==> src/rtl/pipelined_write_decoder_pkg.sv <==
// Shared types and defaults for the register-write decoder slice.
package pipelined_write_decoder_pkg;

    localparam int unsigned DEFAULT_SEL_W    = 5;
    localparam int unsigned DEFAULT_ZERO_REG = 31;
    localparam int unsigned DEFAULT_OUTS     = 2 ** DEFAULT_SEL_W;

    typedef logic [DEFAULT_OUTS-1:0] onehot_t;

    function automatic onehot_t onehot(input logic [DEFAULT_SEL_W-1:0] sel);
        onehot_t v;
        v      = '0;
        v[sel] = 1'b1;
        return v;
    endfunction

endpackage

==> src/rtl/onehot_decoder.sv <==
// Combinational SEL_W-to-2**SEL_W one-hot decoder with enable.
module onehot_decoder
    import pipelined_write_decoder_pkg::*;
#(
    parameter int unsigned SEL_W = DEFAULT_SEL_W
) (
    input  logic [SEL_W-1:0]      sel,
    input  logic                  en,
    output logic [2**SEL_W-1:0]   out
);

    always_comb begin
        out = '0;
        if (en) begin
            out[sel] = 1'b1;
        end
    end

endmodule

==> src/rtl/pipelined_write_decoder.sv <==
// One-hot regfile write decoder with an elastic output stage and a pending-write scoreboard.
module pipelined_write_decoder
    import pipelined_write_decoder_pkg::*;
#(
    parameter int unsigned SEL_W     = DEFAULT_SEL_W,
    parameter int unsigned ZERO_REG  = DEFAULT_ZERO_REG,
    parameter bit          MASK_ZERO = 1'b1
) (
    input  logic                  clk,
    input  logic                  reset,
    input  logic                  in_valid,
    output logic                  in_ready,
    input  logic [SEL_W-1:0]      in_sel,
    input  logic                  in_we,
    output logic                  out_valid,
    input  logic                  out_ready,
    output logic [2**SEL_W-1:0]   out_onehot,
    output logic [SEL_W-1:0]      out_sel,
    input  logic                  retire_valid,
    input  logic [SEL_W-1:0]      retire_sel,
    input  logic [SEL_W-1:0]      query_sel,
    output logic                  query_busy,
    output logic [2**SEL_W-1:0]   busy,
    output logic                  retire_err
);

    localparam int unsigned OUTS = 2 ** SEL_W;
    localparam logic [SEL_W-1:0] ZSEL = SEL_W'(ZERO_REG);

    logic            accept;
    logic            set_en;
    logic            clr_en;
    logic [OUTS-1:0] set_vec;
    logic [OUTS-1:0] clr_vec;

    assign in_ready = !out_valid || out_ready;
    assign accept   = in_valid && in_ready;
    assign set_en   = accept && in_we && !(MASK_ZERO && in_sel == ZSEL);
    assign clr_en   = retire_valid && !(MASK_ZERO && retire_sel == ZSEL);

    onehot_decoder #(.SEL_W(SEL_W)) u_set_dec (
        .sel (in_sel),
        .en  (set_en),
        .out (set_vec)
    );

    onehot_decoder #(.SEL_W(SEL_W)) u_clr_dec (
        .sel (retire_sel),
        .en  (clr_en),
        .out (clr_vec)
    );

    assign query_busy = busy[query_sel];

    always_ff @(posedge clk or posedge reset) begin
        if (reset) begin
            out_valid  <= 1'b0;
            out_onehot <= '0;
            out_sel    <= '0;
        end else if (accept) begin
            out_valid  <= 1'b1;
            out_onehot <= set_vec;
            out_sel    <= in_sel;
        end else if (out_ready) begin
            out_valid  <= 1'b0;
            out_onehot <= '0;
        end
    end

    // Set is applied after clear so a new write supersedes a same-cycle retire.
    always_ff @(posedge clk or posedge reset) begin
        if (reset) begin
            busy       <= '0;
            retire_err <= 1'b0;
        end else begin
            busy       <= (busy & ~clr_vec) | set_vec;
            retire_err <= |(clr_vec & ~busy & ~set_vec);
        end
    end

endmodule

==> config.mk <==
export PLATFORM = sky130hd
export DESIGN_NAME = pipelined_write_decoder
export DESIGN_NICKNAME = d
export VERILOG_FILES = /design/src/rtl/pipelined_write_decoder_pkg.sv /design/src/rtl/onehot_decoder.sv /design/src/rtl/pipelined_write_decoder.sv
export SDC_FILE = /design/constraint.sdc
export NUM_CORES = 1
export LEC_CHECK = 0
export CAP_MARGIN = 30
export CORE_AREA = 2 2 104 106
export DETAILED_ROUTE_END_ITERATION = 12
export DIE_AREA = 0 0 106 108
export PLACE_DENSITY = 0.66
export SETUP_SLACK_MARGIN = 0.15
export SLEW_MARGIN = 10
export SYNTH_ARGS = -nofsm -noshare
export SYNTH_HDL_FRONTEND = slang
export SYNTH_SLANG_ARGS = --single-unit
==> constraint.sdc <==
create_clock -name clk -period 3.2 [get_ports clk]
set_input_delay 0.64 -clock clk [delete_from_list [all_inputs] [get_ports clk]]
set_output_delay 0.64 -clock clk [all_outputs]
set_load 0.02 [all_outputs]
Yosys cells after proc, flatten, opt, wreduce, memory -nomap -nowiden
Index checks and enable logic that the tools add are counted.

storage, ports and cells
  register bits = 71
  input bits = 21
  word-level logic and storage cells = 43

cells by class
  magnitude comparators = 5
  eq/ne operators = 2
  multiplexer cells = 12
  bitwise operators = 7
  reductions and logical operators = 12

operators with widths
  operator            number
  $mux 32             4
  $and 32x32->32      3
  $not 32->32         3
  $or 32x32->32       1
  $reduce_or 32->1    1
  $lt 5x6->1 const B  3
  $demux 1 s5         2
  $eq 5x5->1 const B  2
  $ge 5x1->1 const B  2
  $logic_and 1x1->1   6
  $bmux 1 s5          1
  $mux 1              5
  $logic_not 1->1     3
  $reduce_bool 2->1   1
  $logic_or 1x1->1    1

Depth between registers and ports, before layout
Gate-level depths: netlist (run 1).

  word-level depth = 9
  mapped depth = 7

Hierarchy
Synthesis (run 1) repeated with hierarchy kept, for this count alone.

unflattened totals
  cell total of the unflattened synthesis = 439
  area total of the unflattened synthesis = 3833.7 µm²

by module, submodules not included
  module                   times used  cells an instance  area an instance (µm²)
  pipelined_write_decoder  1           345                3373.2
  onehot_decoder           2           47                 230.2

Least setup slack after synthesis (run 1)
Ideal clock, no wire load.

  path kind = input-to-output
  start = input port query_sel[0]
  end = output port query_busy
  arrival = 2.389 ns
  setup slack = 0.171 ns
  cell stages on the path = 4
  path buffers = 1
  cell sequence = clkbuf_1 > mux4_2 > mux4_2 > mux2_2

on the way
  longest elaborated chain between the ends = 2

ends and longest elaborated chain
  item                          line                           RTL
  start, declared               pipelined_write_decoder.sv:21  input logic [SEL_W-1:0] query_sel,
  $bmux 1 s5                    pipelined_write_decoder.sv:53  assign query_busy = busy[query_sel];
  $mux 1 (implied by the code)  pipelined_write_decoder.sv:53
  end, declared                 pipelined_write_decoder.sv:22  output logic query_busy,

No other way between the ends. The select of a mux whose other input is x is not followed.

Worst setup path in the final report (run 1)
Same ends and word-level chain as after synthesis.

==> results of run 1 <==
==> kinds of logic (layout without fill, tap and decap cells) <==
kind of cell	after synthesis	in the layout	share of synthesized area [%]
buffers and inverters	27	140	2.91
muxes	16	16	8.29
AOI/OAI and AO/OA	78	78	13.4
and+or+nand+nor	157	157	25.1
DFF	71	71	50.3
==> state kept, by name (all words and copies together) (netlist names) <==
name        flops
retire_err      1
busy           32
out_onehot     32
out_sel         5
out_valid       1
==> critical path: cells and delay by family <==
family	cells	cell delay (ps)
buffers and inverters	3	520
muxes	3	1270
==> final timing paths <==
check	startpoint	to	slack [ps]
worst max-delay path	query_sel[0]	query_busy	140
worst min-delay path	busy[31]	busy[31]	400
worst max register to register	out_valid	retire_err	1170
worst min register to register	busy[31]	busy[31]	400
max in group asynchronous	reset	busy[14]	1790
min in group asynchronous	reset	out_onehot[31]	750
==> cell usage in the layout, fill, tap and decap left out, drive strengths merged, types with 2 or more instances in the layout <==
cell           synthesis  layout
dfrtp                 71      71
o22ai                  8       8
o21ai                 43      43
and2                   2       2
clkinv                 0       2
nor3                  11      11
nand3                  5       5
bufinv                 0       2
buf                    5      29
inv                    3       3
nand4                  5       5
nor3b                  4       4
mux4                  10      10
a21o                  20      20
mux2                   6       6
or3                   23      23
or4                    3       3
nand3b                 9       9
o32ai                  3       3
nand2b                 5       5
clkbuf                19      11
clkdlybuf4s50          0      90
nor4                  26      26
nand2                 51      51
or3b                   8       8
==> what timing repair did <==
item	4_1_cts	5_1_grt
buffers inserted	0	0
gates resized for setup	6	5
hold endpoints to repair	0	0
hold buffers	0	0
setup endpoints to repair	2	2
==> stage by stage <==
step           area, um2  power (mW)  setup TNS, ps  util [%]
6_report            5010        2.42              0      49.0
5_1_grt             5010        2.51              0      49.0
4_1_cts             5000        2.43              0      48.8
3_5_place_dp        4780        1.62           -656      46.7
3_3_place_gp        4780        1.61           -565      46.7
2_1_floorplan       3530        1.32              0         -
==> power by group <==
group / internal, mW / leakage [nW] / switching (mW)
sequential: 0.972 / 0.953 / 0.0912
clock: 0.461 / 0.110 / 0.352
combinational: 0.258 / 1.21 / 0.281
==> layout make-up <==
cell class	instances	share of cell area, %
sequential	71	35.4
clock buffer	11	2.82
timing repair buffer	121	23.3
multi-input combinational	251	33.2
clock inverter	5	1.62
inverter	3	0.225
tap	136	3.39
==> metal layers <==
layer | wire length (um) | vias to the layer above
met2 | 5610 | 148
met5 | 0 | -
li1 | - | 1522
met4 | 329 | 0
met3 | 752 | 30
met1 | 4950 | 1643
==> out/qor.yml, run 1 <==
final_layout:
  drive_gt1_share_pct: 15.4
  multi_input_area_um2: 1660
  final_nets: 478
  area_growth_pct: 42.0
  n_antenna_cell: 0
  fill_cells: 969
  layoutNonFillerInstCount: 598
  regArea_um2: 1780
global_route:
  grt_use_met2_pct: 33.8
  antenna_found_initial: 0
  grt_util_met1_pct: 27.6
  grt_pass1_wl_mm: 18.0
  grt_max_degree: 38
  grt-ovfl-total: 0
  use_met3_pct: 4.28
  busiest_layer: "met2"
  grt_pass1_vias: 3343
  grt_usage_pct: 20.8
timing:
  setup_viol: 0
  tightest_slew_ps: 766
  hold_ws_ps: 405
  maxSlewHeadroom_pct: 48.8
  final_period_minus_worst_setup_slack_ps: 3060
  slew_viol_final: 0
  skew_ps: 8.15
  fmax_mhz: 326
  timing.final.crit_share_pct: 95.8
  rsz0062_at_grt: "yes"
  hold_violations: 0
  fin_ws_ps: 136
detailed_routing:
  drc: 0
  drt_iter0_markers: 199
  wl_per_cell_um: 19.5
  antenna_left: 0
  drt_wl_total_mm: 11.6
  dr.pass1.iters: 4
  vias: 3343
  routed_via_density: 5.59
synth:
  syn_avg_cell_area_um2: 10.1
  synth_edf_count: 0
  synth_common_cells: "dfrtp_1, nand2_1, o21ai_0, nor4_1, or3_1"
  postSynthCellCount: 349
  ys_ff_latch: 71
  synthArstFlopShare_pct: 100
  yosysMostFrequentCell: "dfrtp_1"
  ys_warn_count: 0
  syn-num-nets: 370
  yosys.area.top_type_share_pct: 50.3
  netlist_area_um2: 3530
  ys.flop_type: "dfrtp_1"
  ys_types: 35
  yosysSeqAreaShare_pct: 50.3
  synth.area.top_cells: "dfrtp_1, mux4_2, o21ai_0"
  yosysTopAreaCell: "dfrtp_1"
job:
  maxCapViolCount: 0
min_path:
  hp-class: "reg2reg"
  holdPathStages: 0
critical_path:
  crit_path_start_kind: "input port"
  critPathMaxFanout: 8
  path_cells: "clkdlybuf4s15_1 -> buf_12 -> mux4_2 -> mux4_2 -> mux2_2 -> buf_4"
  crit_slowest_cell: "mux4_2"
  cp_data_required_time_ps: 2560
  path_common_cell: "mux4_2"
  reg2regPathDepth: 6
  slowest_delay_ps: 510
  arrival_ps: 2420
  worstSetupPathType: "in2out"
  endpoint_kind: "output pin"
die:
  core-area_um2: 10200
  die_h_um: 108
  ios: 94
  die_x_um: 106
  die_area_um2: 11400
  start_util_pct: 34.5
  rows: 37
power:
  peakVddDrop_v: 0.000180
  leakage_nw: 2.27
  p_per_area_nw_per_um2: 482
clocking:
  worstSkewPairLatency_ps: 340
  cts_inserted_buffers: 9
  cts-root-buf: "clkbuf_8"
  cts.path.max_buffers: 2
  htreeDepth: 3
  tritoncts: "yes"
  cts_num_sinks: 71
  clkTransAtPathRegs_ps: 70
placed_design:
  globalplace.congestion: 0.861
  dpl.cell_count: 582
  post-place-ws_ps: -539
  place_hpwl_mm: 8.83
  port_buffers: 93
outcome:
  status: "finished, final reports clean"
Power figures use the tool's default switching activity.
==> run 2, diff against run 1 <==
--- a/config.mk
+++ b/config.mk
@@ -9,7 +9,8 @@
 export CORE_AREA = 2 2 104 106
 export DETAILED_ROUTE_END_ITERATION = 12
 export DIE_AREA = 0 0 106 108
-export PLACE_DENSITY = 0.66
+export DONT_BUFFER_PORTS = 1
+export PLACE_DENSITY = 0.54
 export SETUP_SLACK_MARGIN = 0.15
 export SLEW_MARGIN = 10
 export SYNTH_ARGS = -nofsm -noshare
==> run 2 against run 1 <==
Net effect:
- first-iteration DRC count is 74% higher
- sequential power grew 10%
- register-to-register slack got worse by 320 ps
- hold slack worse by 83 ps
- clock skew down 4.6 ps
- fmax increased by 8.0%
- critical path type is now reg2out
- critical endpoint unchanged
- largest power group unchanged
==> out/qor.yml, run 2 (synthesis results as in run 1) <==
timing:
  setup_viol: 0
  fin_ws_ps: 362
  skew_ps: 3.52
  fmax_mhz: 352
  rsz0062_at_grt: "no"
  tightest_slew_ps: 816
  timing.final.crit_share_pct: 88.7
  maxSlewHeadroom_pct: 45.5
  tns_ps: 0
  slew_viol_final: 0
  final_period_minus_worst_setup_slack_ps: 2840
  hold_violations: 0
detailed_routing:
  wl_met3_mm: 1.31
  drc: 0
  dr_wl_met2_mm: 5.50
  drt-met1-wl_mm: 4.47
  wl_per_cell_um: 23.8
  routed_via_density: 6.07
  drt_iter0_markers: 346
  dr.pass1.iters: 5
  drt_wl_total_mm: 11.6
  top_layer: "met4"
  antenna_left: 0
  vias: 2951
clocking:
  worstSkewPairLatency_ps: 350
  cts-root-buf: "clkbuf_8"
  cts_num_sinks: 71
  cts_inserted_buffers: 9
  cts_hold_buffers: 0
  post_cts_resized: 0
  clkTransAtPathRegs_ps: 70
  htreeDepth: 3
  postCtsSetupRepairBufs: 0
  cts.path.max_buffers: 2
  tritoncts: "yes"
global_route:
  grt_pass1_vias: 2829
  grt-ovfl-total: 0
  antenna_found_initial: 0
  grt_max_degree: 38
  grt_pass1_wl_mm: 17.6
  grt_usage_pct: 20.7
critical_path:
  cp_data_required_time_ps: 2560
  timing.rr.start: "out_valid"
  regToRegSetupSlack_ps: 850
  endpoint_kind: "output pin"
  arrival_ps: 2200
  crit_path_start_kind: "register"
  reg2regPathDepth: 6
  worstSetupPathType: "reg2out"
  r2r-end: "retire_err"
  critPathMaxFanout: 4
final_layout:
  area_growth_pct: 10.4
  mostFrequentLayoutCells: "dfrtp_1, nand2_1, o21ai_0"
  n_antenna_cell: 0
  drive_gt1_share_pct: 14.0
  final_nets: 368
  layoutNonFillerInstCount: 486
  reg_top3: "busy x32, out_onehot x32, out_sel x5"
  final_common_cell: "dfrtp_1"
die:
  rows: 37
  die_area_um2: 11400
  die_h_um: 108
  start_util_pct: 34.5
  die_x_um: 106
  ios: 94
  core-area_um2: 10200
min_path:
  hp-class: "in2async"
placed_design:
  post-place-ws_ps: 618
  port_buffers: 0
  globalplace.congestion: 0.909
  place_hpwl_mm: 8.50
  dpl.cell_count: 471
outcome:
  status: "finished, final reports clean"
power:
  power_mw: 2.10
  peakVddDrop_v: 0.000183
  leakage_nw: 1.81
  p_per_area_nw_per_um2: 540
job:
  maxCapViolCount: 0
-- run 2: cell count changes in the layout (fill, tap and decap cells not counted), sizes merged --
cell,before,now
buf,29,11
bufinv,2,1
clkbuf,11,13
clkdlybuf4s15,1,0
clkdlybuf4s50,90,0
clkinv,2,0
clkinvlp,1,0
dlymetal6s2s,1,0
-- run 2: worst max path at each step --
stage / to / slack [ps] / depth (start not counted) / startpoint
after floorplan: query_busy / 170 / 4 / query_sel[0]
after global routing: query_busy / 320 / 3 / busy[3]
after global placement: retire_err / 630 / 5 / in_sel[0]
final: query_busy / 360 / 3 / busy[19]
after detailed placement: query_busy / 620 / 3 / query_sel[0]
after CTS: query_busy / 360 / 3 / busy[26]
-- run 2: where the power goes --
group | leakage [nW] | switching, mW | internal [mW]
logic | 0.769 | 0.127 | 0.101
clock network | 0.0896 | 0.328 | 0.374
registers | 0.953 | 0.202 | 0.971
-- run 2: final cells by class --
type	instances	area, um2
Tap cell	136	170
Clock buffer	13	149
Multi-Input combinational cell	251	1660
Fill cell	1013	6330
Sequential cell	71	1780
Clock inverter	1	30.0
Timing Repair Buffer	11	103
Inverter	3	11.3
-- run 2: routing by layer --
layer	global-route usage, %	up-vias
met3	7.78	24
met2	33.0	164
met5	0	-
met4	7.71	0
met1	25.7	1460
li1	-	1303
-- run 2: worst max-delay path, stage by stage (launching register included) --
cell and delay, ps:
dfrtp_1 500, mux4_2 520, mux4_2 480, mux2_2 340
-- run 2: stage by stage --
stage / cell area [um2] / util (%) / hold WS (ps)
floorplan: 3530 / - / 580
global placement: 3700 / 36.2 / 553
detailed placement: 3700 / 36.2 / 553
CTS: 3880 / 37.9 / 350
global route: 3900 / 38.1 / 379
finish: 3900 / 38.1 / 321
==> run 3, diff against run 2 <==
--- a/config.mk
+++ b/config.mk
@@ -16,3 +16,4 @@
 export SYNTH_ARGS = -nofsm -noshare
 export SYNTH_HDL_FRONTEND = slang
 export SYNTH_SLANG_ARGS = --single-unit
+export TNS_END_PERCENT = 10
==> results of run 3 <==
The final DEF is identical to that of run 2; final timing and power are the same.
